--- config.mk ---
export PLATFORM = sky130hd
export DESIGN_NAME = sync_fifo_buf
export DESIGN_NICKNAME = d
export VERILOG_FILES = /design/src/rtl/sync_fifo_buf.sv
export SDC_FILE = /design/constraint.sdc
export NUM_CORES = 1
export LEC_CHECK = 0
export CELL_PAD_IN_SITES_DETAIL_PLACEMENT = 0
export CELL_PAD_IN_SITES_GLOBAL_PLACEMENT = 1
export CORE_MARGIN = 2
export CORE_UTILIZATION = 47
export DETAILED_ROUTE_END_ITERATION = 12
export PLACE_DENSITY = 0.83
export SLEW_MARGIN = 25
export SYNTH_ARGS = -nofsm -noshare
export SYNTH_HDL_FRONTEND = slang
export SYNTH_SLANG_ARGS = --single-unit
--- constraint.sdc ---
create_clock -name clk -period 2.65 [get_ports clk]
set_clock_uncertainty 0.15 [all_clocks]
set_input_delay 0.53 -clock clk [delete_from_list [all_inputs] [get_ports clk]]
set_output_delay 0.53 -clock clk [all_outputs]
set_load 0.005 [all_outputs]
--- src/rtl/sync_fifo_buf.sv ---
// Single-clock line-buffer FIFO with registered read data (1-cycle read latency).
// Reads on an empty FIFO are ignored so a consumer can keep pulsing rd_en while flushing.
module sync_fifo_buf #(
    parameter int DW = 8,
    parameter int DP = 16
) (
    input  logic          clk,
    input  logic          rst,
    input  logic [DW-1:0] din,
    input  logic          wr_en,
    input  logic          rd_en,
    output logic          full,
    output logic          empty,
    output logic [DW-1:0] dout
);

    localparam int AW = $clog2(DP);
    localparam int CW = $clog2(DP + 1);

    localparam logic [AW-1:0] PTR_LAST = AW'(DP - 1);
    localparam logic [CW-1:0] CNT_FULL = CW'(DP);

    logic [DW-1:0] mem [0:DP-1];

    logic [AW-1:0] wptr_q, wptr_d;
    logic [AW-1:0] rptr_q, rptr_d;
    logic [CW-1:0] count_q, count_d;
    logic [DW-1:0] dout_q;

    logic rd_acc;
    logic wr_acc;

    assign full  = (count_q == CNT_FULL);
    assign empty = (count_q == '0);
    assign dout  = dout_q;

    // A write into a full FIFO is allowed only when a read frees a slot in the same cycle.
    assign rd_acc = rd_en & ~empty;
    assign wr_acc = wr_en & (~full | rd_acc);

    // DP need not be a power of two, so wrap is an explicit compare.
    always_comb begin
        wptr_d = wptr_q;
        if (wr_acc) begin
            wptr_d = (wptr_q == PTR_LAST) ? '0 : wptr_q + AW'(1);
        end
    end

    always_comb begin
        rptr_d = rptr_q;
        if (rd_acc) begin
            rptr_d = (rptr_q == PTR_LAST) ? '0 : rptr_q + AW'(1);
        end
    end

    always_comb begin
        count_d = count_q;
        case ({wr_acc, rd_acc})
            2'b10:   count_d = count_q + CW'(1);
            2'b01:   count_d = count_q - CW'(1);
            default: count_d = count_q;
        endcase
    end

    always_ff @(posedge clk) begin
        if (wr_acc) begin
            mem[wptr_q] <= din;
        end
    end

    always_ff @(posedge clk) begin
        if (rst) wptr_q <= '0;
        else     wptr_q <= wptr_d;
    end

    always_ff @(posedge clk) begin
        if (rst) rptr_q <= '0;
        else     rptr_q <= rptr_d;
    end

    always_ff @(posedge clk) begin
        if (rst) count_q <= '0;
        else     count_q <= count_d;
    end

    // With simultaneous read and write on a full FIFO, wptr == rptr; the read
    // sees the old word because the memory write lands at the same edge.
    always_ff @(posedge clk) begin
        if (rst)         dout_q <= '0;
        else if (rd_acc) dout_q <= mem[rptr_q];
    end

endmodule

After elaboration in Yosys (flattened, before gate mapping)
Memory sizes are Yosys's and may differ from the RTL's. A register that Yosys moved wholly into a read port is not among the register bits.
Index checks and enable logic that the tools add are counted.

storage, ports and cells
  logic and storage cells = 25
  input port bits = 12
  latch bits = 0
  register bits = 13
  bits in writable memories = 128
  memories = 1
  output and inout port bits = 10
  memory bits (read-only) = 0

operators by class
  multiplexer cells = 5
  equal/unequal tests = 5
  reduce and logical (&&, ||, !) cells = 2
  bitwise operators = 5
  shift-type cells = 0
  $mul = 0
  div/mod/pow operators = 0
  magnitude comparators = 0
  add/subtract/negate cells = 4

memories
  name  depth  width  rd ports  clocked after Yosys merged registers in  wr ports  RTL line  source
  mem   16     8      1         1                                        1         23        logic [DW-1:0] mem [0:DP-1];

operators with widths
  operator                                              number
  one-hot mux 5 bit (2 select lines)                    1
  adder 4 x 1 -> 4 bit (second input constant)          2
  equality test 4 bit (second input constant)           2
  2-to-1 mux 4 bit                                      2
  adder 5 x 1 -> 5 bit (second input constant)          1
  equality test 5 bit (second input constant)           1
  logical NOT 5 bit                                     1
  subtractor 5 x 1 -> 5 bit (second input constant)     1
  AND 1 bit                                             2
  equality test 2 x 1 -> 1 bit (second input constant)  1
  equality test 2 bit (second input constant)           1
  2-to-1 mux 1 bit                                      2
  inverter 1 bit                                        2
  nonzero test 2 bit                                    1
  OR 1 bit                                              1

Logic depth before layout (Yosys ltp)
Gate-level depths: netlist (run 1).

  word-level depth = 7
  depth in mapped cells = 10

Worst setup path after synthesis (run 1)
OpenSTA, ideal clock, no wires.

  path type = register -> register
  start point = reg count_q[0]
  end point = reg count_q[4]
  data required time = 2.366 ns
  data arrival time = 2.562 ns
  buffers on the path = 2
  stages on the path, launching flop included = 11
  path slack = -0.196 ns
  cell sequence = dfxtp_1 -> or4_1 -> buf_6 -> o21ai_4 -> buf_4 -> nor2_1 -> fa_1 -> a21o_1 -> a2111o_1 -> o211ai_1 -> a31oi_1

between the ends
  longest elaborated chain between the ends = 7

ends and longest elaborated chain
  what                                                                      RTL line  source
  start: declaration                                                        27        logic [CW-1:0] count_q, count_d;
  start signal: assignment                                                  83        else count_q <= count_d;
  logical NOT 5 bit                                                         34        assign empty = (count_q == '0);
  inverter 1 bit                                                            38        assign rd_acc = rd_en & ~empty;
  AND 1 bit                                                                 38
  OR 1 bit                                                                  39        assign wr_acc = wr_en & (~full | rd_acc);
  AND 1 bit                                                                 39
  equality test 2 x 1 -> 1 bit or equality test 2 bit (tied branches)       58        case ({wr_acc, rd_acc})
  one-hot mux 5 bit (2 select lines) or nonzero test 2 bit (tied branches)  -

Several ways; a longest one is shown, not always the timed one.
A chain may end at the register's enable or synchronous reset.

Worst setup path after layout (run 1)
  start point = reg count_q[3]
  end point = reg count_q[4]

The elaborated chain is that of the path after synthesis.

==> run summary, run 1 <==
DRT
--------------------------------------------------------------------------------------------------
1st-iter DRT viols ..................................................................          267
# DRC ...............................................................................            0
Final antenna-violating net count ...................................................            0
Final wirelength ....................................................................    11,700 µm
Via count ...........................................................................        3,311
Routed wirelength normalized by instance count ......................................      19.8 µm
Number of vias per cell .............................................................         5.62
Number of detailed-route iterations in the first pass ...............................            4

TIMING
--------------------------------------------------------------------------------------------------
Worst-Margin Slew ...................................................................     0.797 ns
Final hold violation count ..........................................................            0
Setup repair after global routing missed its margin .................................         true
Fraction of the cycle the final worst path needs ....................................         100%
Final Critical Period ...............................................................      2.66 ns
Highest clock rate ..................................................................      376 MHz
Min setup slack post-route ..........................................................   -0.0121 ns
Setup violators final ...............................................................            1
Tightest hold margin ................................................................     0.357 ns
Normalized max-slew margin ..........................................................        46.6%
Count of pins over their slew limit .................................................            0

CRITICAL PATH
--------------------------------------------------------------------------------------------------
Arrival time of the worst setup path ................................................      2.80 ns
WP buf/inv ..........................................................................            1
Delay of the slowest critical-path stage ............................................      0.53 ns
Maximum fanout encountered on the critical timing path ..............................            4
Classification of the worst setup path ..............................................   reg -> reg
Category of the worst setup path launch point .......................................    flip-flop
Sort of element at the end of the critical path .....................................    flip-flop
Data required time of the critical path .............................................      2.79 ns
Slowest CP cell .....................................................................        or4_4
Cell family with the largest share of critical-path delay ........................... compound AO/OA/AOI/OAI gates
CP cell instances ................................................................... or4_4 > buf_6 > o21ai_4 > nor2_4 > fa_2 > a21o_1 > a2111o_1 > o211ai_1 > a31oi_1

MIN PATH
--------------------------------------------------------------------------------------------------
Hold Path Class .....................................................................   reg -> reg

POWER
--------------------------------------------------------------------------------------------------
Peak supply drop ....................................................................     0.682 mV
Leakage component of the power ......................................................   0.00237 µW
Total power density per cell area ...................................................   937 nW/µm²

CLOCK NETWORK
--------------------------------------------------------------------------------------------------
Worst skew pair latency .............................................................      0.42 ns
Worst-case clock buffer depth .......................................................            2
Number of levels in the clock H-tree ................................................            4
Number of clock sinks ...............................................................          149
Clock transition time at the flip-flop clock pins of the worst setup and hold paths .      0.05 ns
CTS tree ............................................................................        built
Count of hold-fix buffers inserted at cts ...........................................            0
Root buffer selected by CTS .........................................................    clkbuf_16
Num CTS Buffers .....................................................................           17

CELLS AND AREA
--------------------------------------------------------------------------------------------------
Fraction of final layout cells with drive strength greater than 1 ...................        23.0%
Inserted Diodes .....................................................................            0
Sequential cell area ................................................................     4270 µm²
Count of nets after finishing .......................................................          425
Footprint of the multi-input gates ..................................................     1750 µm²
Area grow syn2layout ................................................................        18.7%
Final cell count without fillers ....................................................          589
Filler instances ....................................................................          973

LOGIC SYNTHESIS
--------------------------------------------------------------------------------------------------
Post-synth top flop .................................................................     edfxtp_1
Largest cells by area after synthesis ............................................... edfxtp_1 (63%), mux4_2 (8.8%), dfxtp_1 (6.9%), mux2i_1 (3.4%), nor2_1 (1.9%)
Mean instance size in the synthesized netlist .......................................     17.1 µm²
Cell count after synthesis ..........................................................          358
Post-synthesis sequential area ratio ................................................        69.7%
Net count after synthesis ...........................................................          379
Share of synthesized registers carrying an async set or reset .......................           0%
Post-synth EDFFs ....................................................................          128
Syn Std Cell Area ...................................................................     6120 µm²
Warnings from Yosys .................................................................            0
Flip-flop and latch count after synthesis ...........................................          149
Library cell occupying the most area in the post-synthesis netlist ..................     edfxtp_1
Portion of synthesized cell area occupied by the leading cell type ..................        62.8%
Netlist cell types ..................................................................           44

PLACEMENT
--------------------------------------------------------------------------------------------------
Port Buffer Count ...................................................................           21
Gp weighted congestion ..............................................................        0.767
Detailed placement HPWL .............................................................      7490 µm
Cell count after placement ..........................................................          554

DIE
--------------------------------------------------------------------------------------------------
Die width ...........................................................................       118 µm
Height of the die ...................................................................       118 µm
Area of the die .....................................................................   13,900 µm²
Boundary Pins .......................................................................           22
Area of the core ....................................................................   12,700 µm²
Initial core utilization ............................................................        48.3%
Number of rows in the core area .....................................................           41

GRT
--------------------------------------------------------------------------------------------------
Global-route wire length before repair ..............................................    18,700 µm
Gr usage total ......................................................................        18.3%
Antenna violations before repair ....................................................            0
Largest net degree at the start of global routing ...................................           38
Total global routing overflow .......................................................            0
Number of global-route vias before repair ...........................................        3,433

RUN STATUS
--------------------------------------------------------------------------------------------------
Violations in the final reports ..................................................... setup timing
Run status .......................................................................... finished with violations

FLOW RUN
--------------------------------------------------------------------------------------------------
Max Cap Violations ..................................................................            0

==> layout make-up <==
cell class / count / area share, %
inverters: 5 / 0.258
clock buffers: 27 / 6.79
clock inverters: 5 / 0.999
multi-input cells: 182 / 24.2
flip-flops and latches: 149 / 58.8
repair buffers: 49 / 6.03
well taps: 172 / 2.96
==> state kept, by name, summed over array words and instances (netlist names) <==
signal and flops:
dout 8, wptr_q 4, mem 128, count_q 5, rptr_q 4
==> routing by layer <==
metal  vias up  wire length, µm  GRT usage [%]
met4         0              268           8.21
met5         -                0              0
li1       1519                -              -
met2        91             5850           29.7
met1      1679             5000           23.2
met3        22              574           4.75
==> worst paths after layout <==
check | start | to | slack [ns] | cells after the start
worst max-delay path | count_q[3] | count_q[4] | -0.01 | 9
worst max register to register | count_q[3] | count_q[4] | -0.01 | 9
worst min register to register | count_q[3] | count_q[3] | 0.36 | 2
worst min-delay path | count_q[3] | count_q[3] | 0.36 | 2
==> cells by family after synthesis <==
kind of cell,count (synthesis),synth area share (%)
compound gates,54,7.10
xor+xnor,2,0.286
buf+inv,27,2.25
mux,49,13.5
fa+ha+maj,9,1.96
flops,149,69.7
simple gates,68,5.21
==> repair_timing <==
item                                    4_1_cts  5_1_grt
pin swaps                                     3        5
endpoints found under the setup margin        3        1
hold endpoints to repair                      0        0
resized for setup                             7        3
setup buffers                                 1        2
==> cells in the final DEF (no fill, tap or decap), types with 8 or more instances in the layout <==
cell	count
a22oi_1	8
a211oi_1	14
clkbuf_16	17
edfxtp_1	128
nand2_1	10
mux4_2	24
dfxtp_1	16
mux2i_1	21
buf_4	25
clkdlybuf4s50_1	19
nor2_1	30
o22ai_1	8
==> through the flow <==
step	setup TNS [ns]	worst slack, ns	area [µm²]	utilization (%)	power, µW
6_report	-0.0121	-0.0121	7260	57.3	6800
5_1_grt	-0.0983	-0.0983	7260	57.3	7120
3_3_place_gp	0	0.0451	6640	52.4	4450
4_1_cts	0	0.0150	7230	57.1	6810
2_1_floorplan	-0.0812	-0.0812	6130	-	3990
3_5_place_dp	-0.00884	-0.00884	6640	52.4	4480
==> synthesized netlist by cell type, types with 2 or more instances <==
| cell | number |
|---|---|
| a211oi_2 | 3 |
| buf_1 | 4 |
| inv_1 | 5 |
| nand3_1 | 3 |
| buf_4 | 4 |
| buf_2 | 5 |
| o22ai_1 | 8 |
| ha_1 | 8 |
| mux4_2 | 24 |
| nand2_1 | 10 |
| dfxtp_1 | 21 |
| nand2b_1 | 6 |
| clkbuf_1 | 7 |
| nor2b_1 | 4 |
| edfxtp_1 | 128 |
| a31oi_1 | 3 |
| buf_6 | 2 |
| nor3_1 | 6 |
| nand3b_1 | 3 |
| mux2i_4 | 2 |
| a22oi_1 | 8 |
| a211oi_1 | 14 |
| mux2i_1 | 21 |
| mux2_4 | 2 |
| a21oi_1 | 6 |
| a21o_1 | 2 |
| nor2_1 | 31 |
| nor4_1 | 2 |
==> tightest hold or removal path: stages (launching register included) <==
cell      delay (ns)
dfxtp_2         0.33
nand2b_1        0.07
mux2i_1         0.06
==> where the power goes <==
part           internal (µW)  switching, µW  leakage [µW]
sequential              2700            103       0.00133
clock                   1450            821      0.000275
combinational            897            833      0.000767
Power figures use the tool's default switching activity.
==> inputs of run 2 (changes only) <==
--- a/config.mk
+++ b/config.mk
@@ -7,7 +7,6 @@
 export LEC_CHECK = 0
 export CELL_PAD_IN_SITES_DETAIL_PLACEMENT = 0
 export CELL_PAD_IN_SITES_GLOBAL_PLACEMENT = 1
-export CORE_MARGIN = 2
 export CORE_UTILIZATION = 47
 export DETAILED_ROUTE_END_ITERATION = 12
 export PLACE_DENSITY = 0.83
==> run 2 against run 1 <==
The run now ends clean. Global-route usage increased by 1.7 points. Sequential share of layout area decreased by 0.55 points. Core utilization increased by 0.50 points. Critical path type unchanged. Largest cell class unchanged. Highest routed layer unchanged.
==> run summary, run 2 (synthesis results as in run 1) <==
POWER
--------------------------------------------------------------------------------------------------
Net Switching .......................................................................      1840 µW   +5.0%
Peak supply drop ....................................................................     0.597 mV   -12%
Part of the total power dissipated in combinational logic ...........................        24.4%   -1.0 points
Total power density per cell area ...................................................   939 nW/µm²   +0.22%
Share of total power in sequential cells ............................................        41.0%   -0.2 points
Int Pwr .............................................................................      5030 µW   -0.24%
Sw Share ............................................................................        26.8%   +0.98 points
Power share of the clock group ......................................................        34.6%   +1.2 points
Leakage component of the power ......................................................   0.00243 µW   +2.4%

CELLS AND AREA
--------------------------------------------------------------------------------------------------
Area grow syn2layout ................................................................        19.7%
Count of nets after finishing .......................................................          434   +2.1%
Number of flip-flops in the largest register ........................................          128   unchanged
Commonest cells after routing, fill and taps aside .................................. edfxtp_1 (128), buf_4 (35), nor2_1 (30)
Largest Register ....................................................................          mem
Fraction of final layout cells with drive strength greater than 1 ...................        25.1%   +2.1 points
Final design instance area without fill .............................................     7330 µm²   +0.88%
Most common cell after layout, fill and taps aside ..................................     edfxtp_1
Filler instances ....................................................................          962   -1.1%
Inserted Diodes .....................................................................            0   unchanged

DIE
--------------------------------------------------------------------------------------------------
Area of the core ....................................................................   12,700 µm²   unchanged
Initial core utilization ............................................................        48.3%   unchanged
Boundary Pins .......................................................................           22   unchanged
Number of rows in the core area .....................................................           41   unchanged
Height of the die ...................................................................       116 µm   -1.7%
Area of the die .....................................................................   13,500 µm²   -3.4%
Die width ...........................................................................       116 µm   -1.7%

MIN PATH
--------------------------------------------------------------------------------------------------
Hold Path Class .....................................................................   reg -> reg
Hold path startpoint ................................................................      dout[7]

TIMING
--------------------------------------------------------------------------------------------------
Count of pins over their slew limit .................................................            0   unchanged
Min setup slack post-route ..........................................................     0.101 ns   +0.113 ns
Final Critical Period ...............................................................      2.55 ns   -0.113 ns
Normalized max-slew margin ..........................................................        49.0%   +2.3 points
Setup violators final ...............................................................            0   -1
Final hold violation count ..........................................................            0   unchanged
Worst-Margin Slew ...................................................................     0.762 ns   -0.0351 ns
Setup repair after global routing missed its margin .................................        false
Highest clock rate ..................................................................      392 MHz   +4.4%
Fraction of the cycle the final worst path needs ....................................        96.2%   -4.2 points

CRITICAL PATH
--------------------------------------------------------------------------------------------------
Critical path startpoint ............................................................   count_q[3]
Data required time of the critical path .............................................      2.79 ns   about the same
Arrival time of the worst setup path ................................................      2.69 ns   -0.11 ns
Category of the worst setup path launch point .......................................    flip-flop
Maximum fanout encountered on the critical timing path ..............................            4   unchanged
Classification of the worst setup path ..............................................   reg -> reg
Reg2Reg Launch Point ................................................................   count_q[3]
Sort of element at the end of the critical path .....................................    flip-flop

CLOCK NETWORK
--------------------------------------------------------------------------------------------------
Num CTS Buffers .....................................................................           17   unchanged
Number of buffers inserted to repair setup after CTS ................................            0   -1
Number of clock sinks ...............................................................          149   unchanged
Number of levels in the clock H-tree ................................................            4   unchanged
Worst skew pair latency .............................................................      0.42 ns   about the same
Count of hold-fix buffers inserted at cts ...........................................            0   unchanged
Root buffer selected by CTS .........................................................    clkbuf_16
Clock transition time at the flip-flop clock pins of the worst setup and hold paths .      0.06 ns   about the same
Worst-case clock buffer depth .......................................................            2   unchanged
CTS tree ............................................................................        built

GRT
--------------------------------------------------------------------------------------------------
Antenna violations before repair ....................................................            0   unchanged
Number of global-route vias before repair ...........................................        3,459   +0.76%
Global-route wire length before repair ..............................................    18,900 µm   +1.1%
Total global routing overflow .......................................................            0   unchanged
Gr usage total ......................................................................        20.1%   +1.7 points
Largest net degree at the start of global routing ...................................           18   -53%

DRT
--------------------------------------------------------------------------------------------------
# DRC ...............................................................................            0   unchanged
Final wirelength ....................................................................    12,000 µm   +2.7%
Number of detailed-route iterations in the first pass ...............................            4   unchanged
Via count ...........................................................................        3,334   +0.69%
Routed wirelength normalized by instance count ......................................      20.1 µm   +1.2%
1st-iter DRT viols ..................................................................          252   -5.6%
Number of vias per cell .............................................................         5.58   -0.82%
Final antenna-violating net count ...................................................            0   unchanged

PLACEMENT
--------------------------------------------------------------------------------------------------
Worst setup timing slack at the placement stage .....................................    0.0413 ns   +0.0502 ns
Total placed instance area ..........................................................     6730 µm²   +1.4%
Gp weighted congestion ..............................................................        0.773   +0.78%
Detailed placement HPWL .............................................................      7900 µm   +5.6%
Port Buffer Count ...................................................................           21   unchanged

FLOW RUN
--------------------------------------------------------------------------------------------------
Max Cap Violations ..................................................................            0   unchanged

RUN STATUS
--------------------------------------------------------------------------------------------------
Run status .......................................................................... complete, no violations

[run 2: changes by cell type in the layout (fill, tap and decap cells not counted), moves of 2 or more]
cell      previous run  this run
clkbuf_8             3         0
clkinv_2             1         3
dfxtp_2              5         3
clkbuf_1             7         1
clkinv_4             0         3
buf_4               25        35
dfxtp_1             16        18
[run 2: timing repair]
| item | in CTS | in global routing |
|---|---|---|
| gates cloned | 0 | 0 |
| endpoints found under the setup margin | 2 | 1 |
| resized for setup | 4 | 1 |
| pin swaps | 0 | 1 |
[run 2: power by group through the flow]
| stage | Combinational (µW) | Sequential, µW | Clock (µW) |
|---|---|---|---|
| after CTS | 1710 | 2820 | 2420 |
| after detailed placement | 1680 | 2870 | 0 |
| after global routing | 1830 | 2840 | 2520 |
| after global placement | 1640 | 2860 | 0 |
| after floorplan | 1170 | 2820 | 0 |
| final | 1680 | 2820 | 2380 |
[run 2: layout make-up]
| cell class | count | area [µm²] | share of cell area (%) |
|---|---|---|---|
| Inverter | 5 | 18.8 | 0.256 |
| Clock buffer | 18 | 429 | 5.86 |
| Multi-Input combinational cell | 182 | 1730 | 23.7 |
| Clock inverter | 14 | 159 | 2.17 |
| Sequential cell | 149 | 4270 | 58.3 |
| Timing Repair Buffer | 58 | 502 | 6.85 |
| Tap cell | 172 | 215 | 2.94 |
[run 2: final timing paths]
| kind | to | slack, ns | cells after the start |
|---|---|---|---|
| max reg2reg | count_q[4] | 0.10 | 8 |
| min reg2reg | dout[7] | 0.37 | 2 |
| min | dout[7] | 0.37 | 2 |
| max | count_q[4] | 0.10 | 8 |
[run 2: worst max-delay path: stages (launching register included)]
cell      delay (ns)
dfxtp_2         0.31
or4_4           0.56
o21ai_4         0.18
nor2_4          0.07
fa_2            0.37
a21o_1          0.21
a2111o_1        0.37
o211ai_1        0.10
a31oi_1         0.10
[run 2: routing by layer]
metal	share of wire [%]	up-vias	GRT usage, %
met4	0.70	0	7.26
met5	0	-	0
met1	42	1700	26.3
li1	-	1533	-
met3	6.2	6	5.50
met2	51	95	32.4
[run 2: through the flow]
| step | setup TNS [ns] | total power, µW | cells | utilization [%] | hold slack, ns |
|---|---|---|---|---|---|
| after CTS | 0 | 6950 | 598 | 57.8 | 0.366 |
| after detailed placement | 0 | 4550 | 566 | 53.1 | 0.358 |
| after floorplan | -0.0812 | 3990 | 358 | - | 0.315 |
| after global placement | 0 | 4500 | 566 | 53.1 | 0.356 |
| final | 0 | 6880 | 598 | 57.8 | 0.366 |
| after global routing | 0 | 7190 | 598 | 57.8 | 0.385 |
==> inputs of run 3 (changes only) <==
--- a/config.mk
+++ b/config.mk
@@ -8,9 +8,11 @@
 export CELL_PAD_IN_SITES_DETAIL_PLACEMENT = 0
 export CELL_PAD_IN_SITES_GLOBAL_PLACEMENT = 1
 export CORE_UTILIZATION = 47
+export CTS_CLUSTER_DIAMETER = 200
 export DETAILED_ROUTE_END_ITERATION = 12
 export PLACE_DENSITY = 0.83
 export SLEW_MARGIN = 25
 export SYNTH_ARGS = -nofsm -noshare
 export SYNTH_HDL_FRONTEND = slang
 export SYNTH_SLANG_ARGS = --single-unit
+export TNS_END_PERCENT = 1
==> results of run 3 <==
Final layout, timing and power as in run 2 (identical DEF).
